<file path="config.mk">
export PLATFORM = sky130hd
export DESIGN_NAME = led_matrix_scan_flat
export DESIGN_NICKNAME = d
export VERILOG_FILES = /design/src/rtl/led_matrix_scan_if.sv /design/src/rtl/led_matrix_scan.sv /design/src/flat_wrapper.sv
export SDC_FILE = /design/constraint.sdc
export NUM_CORES = 1
export LEC_CHECK = 0
export ABC_AREA = 1
export CAP_MARGIN = 20
export CORE_MARGIN = 3
export CORE_UTILIZATION = 45
export DETAILED_ROUTE_END_ITERATION = 12
export SKIP_CTS_REPAIR_TIMING = 1
export SYNTH_ARGS = -nofsm -noshare
export SYNTH_HDL_FRONTEND = slang
export SYNTH_SLANG_ARGS = --single-unit
</file>
<file path="constraint.sdc">
create_clock -name clk -period 4.1 [get_ports clk]
set_clock_uncertainty 0.15 [all_clocks]
set_input_delay 0.41 -clock clk [delete_from_list [all_inputs] [get_ports clk]]
set_output_delay 0.41 -clock clk [all_outputs]
set_load 0.05 [all_outputs]
</file>
<file path="src/rtl/led_matrix_scan_if.sv">
// Write/swap bus and LED pin bundle for the 8x8 row-multiplexed matrix driver.
interface led_matrix_scan_if;
    logic       we;
    logic [2:0] w_row;
    logic [7:0] w_data;
    logic       swap_req;
    logic [7:0] row;
    logic [7:0] col;
    logic       frame_done;
    logic       swap_pending;

    modport master (
        output we, w_row, w_data, swap_req,
        input  row, col, frame_done, swap_pending
    );

    modport slave (
        input  we, w_row, w_data, swap_req,
        output row, col, frame_done, swap_pending
    );
endinterface

</file>
<file path="src/rtl/led_matrix_scan.sv">
// 8x8 LED matrix scanner: double-buffered frame, blank/drive row multiplexing,
// swaps between front and back buffer only at frame boundaries.
module led_matrix_scan #(
    parameter int unsigned DWELL = 1024,
    parameter int unsigned BLANK = 16
) (
    input  logic             clk,
    input  logic             rst,
    led_matrix_scan_if.slave bus
);
    localparam int unsigned CNT_MAX = (DWELL > BLANK) ? DWELL : BLANK;
    localparam int unsigned CNT_W   = (CNT_MAX > 1) ? $clog2(CNT_MAX) : 1;
    localparam logic [CNT_W-1:0] DWELL_LAST = CNT_W'(DWELL - 1);
    localparam logic [CNT_W-1:0] BLANK_LAST = CNT_W'(BLANK - 1);

    typedef enum logic {
        S_BLANK = 1'b0,
        S_DRIVE = 1'b1
    } state_t;

    state_t           r_state, w_state_nxt;
    logic [CNT_W-1:0] r_cnt, w_cnt_nxt;
    logic [2:0]       r_ridx, w_ridx_nxt;
    logic             r_sel, w_sel_nxt;
    logic             r_pending, w_pending_nxt;
    logic [7:0]       r_row, w_row_nxt;
    logic [7:0]       r_col, w_col_nxt;
    logic             r_frame_done, w_frame_done_nxt;
    logic             w_frame_end;
    logic [7:0]       r_buf [2][8];

    // Next-state, swap arbitration and next pin values
    always_comb begin
        w_state_nxt      = r_state;
        w_cnt_nxt        = r_cnt + CNT_W'(1);
        w_ridx_nxt       = r_ridx;
        w_sel_nxt        = r_sel;
        w_pending_nxt    = r_pending;
        w_row_nxt        = 8'h00;
        w_col_nxt        = 8'hFF;
        w_frame_end      = (r_state == S_DRIVE) && (r_cnt == DWELL_LAST) && (r_ridx == 3'd7);
        w_frame_done_nxt = w_frame_end;

        case (r_state)
            S_BLANK: begin
                if (r_cnt == BLANK_LAST) begin
                    w_state_nxt = S_DRIVE;
                    w_cnt_nxt   = '0;
                end
            end
            S_DRIVE: begin
                w_row_nxt = 8'h01 << r_ridx;
                w_col_nxt = ~r_buf[r_sel][r_ridx];
                if (r_cnt == DWELL_LAST) begin
                    w_state_nxt = S_BLANK;
                    w_cnt_nxt   = '0;
                    w_ridx_nxt  = 3'(r_ridx + 3'd1);
                end
            end
            default: begin
                w_state_nxt = S_BLANK;
                w_cnt_nxt   = '0;
            end
        endcase

        // A request landing on the frame-end cycle is honoured immediately
        if (w_frame_end) begin
            if (r_pending || bus.swap_req) begin
                w_sel_nxt = ~r_sel;
            end
            w_pending_nxt = 1'b0;
        end else if (bus.swap_req) begin
            w_pending_nxt = 1'b1;
        end
    end

    always_ff @(posedge clk or negedge rst) begin
        if (!rst) begin
            r_state      <= S_BLANK;
            r_cnt        <= '0;
            r_ridx       <= 3'd0;
            r_sel        <= 1'b0;
            r_pending    <= 1'b0;
            r_row        <= 8'h00;
            r_col        <= 8'hFF;
            r_frame_done <= 1'b0;
        end else begin
            r_state      <= w_state_nxt;
            r_cnt        <= w_cnt_nxt;
            r_ridx       <= w_ridx_nxt;
            r_sel        <= w_sel_nxt;
            r_pending    <= w_pending_nxt;
            r_row        <= w_row_nxt;
            r_col        <= w_col_nxt;
            r_frame_done <= w_frame_done_nxt;
        end
    end

    // Writes always target the current back buffer, even on the swap cycle
    always_ff @(posedge clk or negedge rst) begin
        if (!rst) begin
            for (int b = 0; b < 2; b++) begin
                for (int r = 0; r < 8; r++) begin
                    r_buf[b][r] <= 8'h00;
                end
            end
        end else if (bus.we) begin
            r_buf[~r_sel][bus.w_row] <= bus.w_data;
        end
    end

    assign bus.row          = r_row;
    assign bus.col          = r_col;
    assign bus.frame_done   = r_frame_done;
    assign bus.swap_pending = r_pending;
endmodule
</file>
<file path="src/flat_wrapper.sv">
// flat-port wrapper written by rule: the top's interface ports become plain ports
module led_matrix_scan_flat 
#(
    parameter int unsigned DWELL = 1024,
    parameter int unsigned BLANK = 16
)
  (clk, rst, bus_we, bus_w_row, bus_w_data, bus_swap_req, bus_row, bus_col, bus_frame_done, bus_swap_pending);
  led_matrix_scan_if bus_i ();
  input  logic clk;
  input  logic rst;
  input wire logic [$bits(bus_i.we)-1:0] bus_we;
  input wire logic [$bits(bus_i.w_row)-1:0] bus_w_row;
  input wire logic [$bits(bus_i.w_data)-1:0] bus_w_data;
  input wire logic [$bits(bus_i.swap_req)-1:0] bus_swap_req;
  output wire logic [$bits(bus_i.row)-1:0] bus_row;
  output wire logic [$bits(bus_i.col)-1:0] bus_col;
  output wire logic [$bits(bus_i.frame_done)-1:0] bus_frame_done;
  output wire logic [$bits(bus_i.swap_pending)-1:0] bus_swap_pending;
  assign bus_i.we = bus_we;
  assign bus_i.w_row = bus_w_row;
  assign bus_i.w_data = bus_w_data;
  assign bus_i.swap_req = bus_swap_req;
  assign bus_row = bus_i.row;
  assign bus_col = bus_i.col;
  assign bus_frame_done = bus_i.frame_done;
  assign bus_swap_pending = bus_i.swap_pending;
  led_matrix_scan #(.DWELL(DWELL), .BLANK(BLANK)) u_core (.clk(clk), .rst(rst), .bus(bus_i));
endmodule
</file>
==> qor.csv <==
metric,value,unit
post-synthesis cell type count,29,
# Max-Cap Violations,0,
area taken by flip-flops and latches,0.00404,mm²
transition time at the pin with the least slew margin,0.993,ns
Leakage Power,4.02,nW
worst stage delay on the critical path,0.83,ns
outcome,finished with violations,
startpoint-to-endpoint class of the critical path,reg -> reg,
minimum clock period after layout,2.74,ns
Clk Tree Root Cell,sky130_fd_sc_hd__clkbuf_16,
slack of the worst reg-to-reg path,1.36,ns
ratio of cells with drive above 1 in the final layout,6.15,%
count of standard-cell rows,46,
areal power density over the cells,409,mW/mm²
Die Ht,135,µm
final setup violation count,0,
type of the tightest min-delay check,in -> async,
IO Count,33,
core box area,0.0161,mm²
overall routed net length,18500,µm
startpoint of the worst register-to-register path,u_core.r_sel,
deepest clock path buffer count,2,
worst reg2reg path endpoint,u_core.r_buf[86],
most frequently used flop master after synthesis,sky130_fd_sc_hd__dfrtp_1,
vias in the first global route,5460,
final design utilization,52.2,%
detailed-placement wirelength estimate,12200,µm
first-pass GRT wire length,30400,µm
clock slew at the register clock pins of the worst setup and hold paths,0.06,ns
Max Transition Viols Final,0,
first element of the critical path,u_core.r_sel,
clock insertion delay at the later pin of the skew report,0.43,ns
share of flip-flops with an asynchronous set or reset,100,%
total global routing track utilization,21.5,%
number of antenna violations at the first check in global routing,0,
tightest hold margin,-0.0283,ns
full die area,0.0183,mm²
number of remaining DRC errors,0,
horizontal die dimension,135,µm
failing checks,negative hold slack,
"Data arrival, critical path",2.86,ns
total CTS buffers,17,
highest achievable clock rate,365,MHz
drt initial violations,529,
average vias per placed instance,5.03,
CP Launch Type,register,
TritonCTS clock tree,yes,
syn avg cell area,7.96,µm²
cell with the largest stage delay on the worst path,sky130_fd_sc_hd__dfrtp_2,
final hold vios,19,
CP Capture Type,register,
setup TNS after final layout,0,ns
layout overhead on the synthesized area,11.9,%
via count,5907,
number of routed nets with antenna violations,0,
Critical Path Fanout Max,37,
setup repair after global routing missed its margin,false,
post-synthesis instance area,0.00752,mm²
number of flops mapped to enable cells by yosys,0,
number of nets produced by synthesis,966,
critical path cell sequence,buf_4 -> nand2_2 -> nor2_1 -> o21ai_0,
diodes inserted,0,
nets@finish,968,
DR pass1 iterations,5,
Max-slew headroom,33.6,%
post-synthesis cell count,944,
warnings from Yosys,0,
area of the multi-input gates,0.00279,mm²
largest net degree at the start of global routing,109,
starting density of the core,46.7,%
GP Congestion,0.833,
endpoint required time on the critical path,4.21,ns
final worst path period share,66.9,%
sequential area share after synthesis,53.7,%
Worst Setup EP,u_core.r_buf[86],
sum of overflow across all layers after global routing,0,
Synth Register Bits,161,
final routed wire length divided by cell count,15.7,µm
Register-to-Register Path Depth,4,
clock sink count,161,
VDD IR-drop max,308,µV
number of H-tree branching levels,4,
Fill cells,1596,
number of buffer cells added on primary ports,32,
cell families (layout without fill, tap and decap cells):
group                      Yosys count  after routing  synth area share, %
DFF                                161            161                 53.7
xor gates and xnor gates             8              8                0.932
buffers and inverters              163            178                 9.20
adders and majority gates            7              7                 1.16
and+or+nand+nor                    460            460                 24.9
AOI/OAI and AO/OA                  145            145                 10.1
critical path, delay by kind of cell (launching register included):
kind / cells / cell delay [ns]
simple gates: 2 / 0.91
flops: 1 / 0.83
buf+inv: 1 / 0.47
compound gates: 1 / 0.19
metal layers:
layer | share of wire, % | routed length [µm] | up-vias | global-route usage (%)
li1 | - | - | 2955 | -
met1 | 51 | 9510 | 2768 | 34.3
met2 | 41 | 7660 | 163 | 29.1
met3 | 5.4 | 999 | 21 | 4.72
met4 | 1.7 | 318 | 0 | 6.22
met5 | 0 | 0 | - | 0
cell type report:
| cell class | instances | area share, % |
|---|---|---|
| clock buffers | 20 | 5.31 |
| clock inverters | 12 | 1.11 |
| inverters | 111 | 5.01 |
| multi-input cells | 620 | 33.1 |
| flip-flops and latches | 161 | 48.0 |
| well taps | 216 | 3.21 |
| repair buffers | 35 | 4.24 |
metrics by stage:
step / total power, mW / std cells / setup slack (ns) / instance area, µm² / hold WS [ns]
after detailed placement: 2.01 / 1143 / 1.39 / 7880 / 0.303
after CTS: 3.48 / 1175 / 1.39 / 8420 / 0.00777
after floorplan: 1.90 / 944 / 2.53 / 7520 / -0.0356
after global routing: 3.60 / 1175 / 1.13 / 8420 / 0.0463
after global placement: 2.01 / 1143 / 1.45 / 7880 / 0.304
final: 3.45 / 1175 / 1.36 / 8420 / -0.0283
placed cells by master (no fill, tap or decap), types with 2 or more instances in the layout:
cell type | netlist | final
sky130_fd_sc_hd__nand2_1 | 313 | 313
sky130_fd_sc_hd__clkinv_4 | 1 | 2
sky130_fd_sc_hd__buf_4 | 5 | 2
sky130_fd_sc_hd__o21ai_0 | 128 | 128
sky130_fd_sc_hd__a21oi_1 | 3 | 3
sky130_fd_sc_hd__nor2_1 | 42 | 42
sky130_fd_sc_hd__ha_1 | 7 | 7
sky130_fd_sc_hd__dfstp_2 | 8 | 8
sky130_fd_sc_hd__nor3_1 | 3 | 3
sky130_fd_sc_hd__xnor2_1 | 2 | 2
sky130_fd_sc_hd__o21ai_2 | 8 | 8
sky130_fd_sc_hd__clkbuf_16 | 0 | 17
sky130_fd_sc_hd__nand4_1 | 2 | 2
sky130_fd_sc_hd__clkdlybuf4s50_1 | 0 | 31
sky130_fd_sc_hd__clkbuf_1 | 16 | 2
sky130_fd_sc_hd__xor2_1 | 6 | 6
sky130_fd_sc_hd__dfrtp_1 | 153 | 152
sky130_fd_sc_hd__nand3_1 | 94 | 94
sky130_fd_sc_hd__o21ai_1 | 5 | 5
sky130_fd_sc_hd__clkinvlp_4 | 0 | 2
sky130_fd_sc_hd__nand2_2 | 3 | 3
sky130_fd_sc_hd__clkinv_2 | 0 | 8
sky130_fd_sc_hd__inv_2 | 2 | 2
sky130_fd_sc_hd__clkinv_1 | 2 | 2
sky130_fd_sc_hd__inv_1 | 106 | 106
power breakdown:
group	leakage [nW]	internal [mW]	switching, mW
clock	0.269	0.842	0.621
combinational	1.74	0.0683	0.149
sequential	2.01	1.71	0.0534
total	4.02	2.62	0.823
flip-flops by register name, summed over array words and instances (netlist names):
| name | flops |
|---|---|
| u_core.bus.row | 8 |
| u_core.r_state | 1 |
| u_core.r_buf | 128 |
| u_core.bus.col | 8 |
| u_core.r_cnt | 10 |
| u_core.bus.swap_pending | 1 |
| u_core.bus.frame_done | 1 |
| u_core.r_sel | 1 |
| u_core.r_ridx | 3 |
Yosys cell counts, types with 2 or more instances:
library cell / number / area, µm²
sky130_fd_sc_hd__buf_4: 5 / 37.5
sky130_fd_sc_hd__nand3_1: 94 / 470
sky130_fd_sc_hd__nand2_1: 313 / 1170
sky130_fd_sc_hd__nor2_1: 42 / 158
sky130_fd_sc_hd__xnor2_1: 2 / 17.5
sky130_fd_sc_hd__xor2_1: 6 / 52.6
sky130_fd_sc_hd__nand2_2: 3 / 18.8
sky130_fd_sc_hd__o21ai_2: 8 / 70.1
sky130_fd_sc_hd__o21ai_0: 128 / 641
sky130_fd_sc_hd__clkinv_1: 2 / 7.51
sky130_fd_sc_hd__nor3_1: 3 / 15.0
sky130_fd_sc_hd__o21ai_1: 5 / 25.0
sky130_fd_sc_hd__buf_2: 26 / 130
sky130_fd_sc_hd__dfrtp_1: 153 / 3830
sky130_fd_sc_hd__clkbuf_1: 16 / 60.1
sky130_fd_sc_hd__a21oi_1: 3 / 15.0
sky130_fd_sc_hd__buf_6: 3 / 33.8
sky130_fd_sc_hd__ha_1: 7 / 87.6
sky130_fd_sc_hd__inv_1: 106 / 398
sky130_fd_sc_hd__nand4_1: 2 / 12.5
sky130_fd_sc_hd__inv_2: 2 / 7.51
sky130_fd_sc_hd__dfstp_2: 8 / 210
worst min path at each step:
stage | from | to | slack (ns) | depth (start not counted)
after global placement | u_core.r_cnt[0] | u_core.r_cnt[0] | 0.30 | 1
after floorplan | rst | u_core.bus.frame_done | -0.04 | 0
after CTS | rst | u_core.r_buf[16] | 0.008 | 1
final | rst | u_core.r_buf[16] | -0.03 | 1
after detailed placement | u_core.r_cnt[0] | u_core.r_cnt[0] | 0.30 | 1
after global routing | rst | u_core.r_buf[16] | 0.05 | 1
Note: power is estimated with default switching activity, not from simulation.
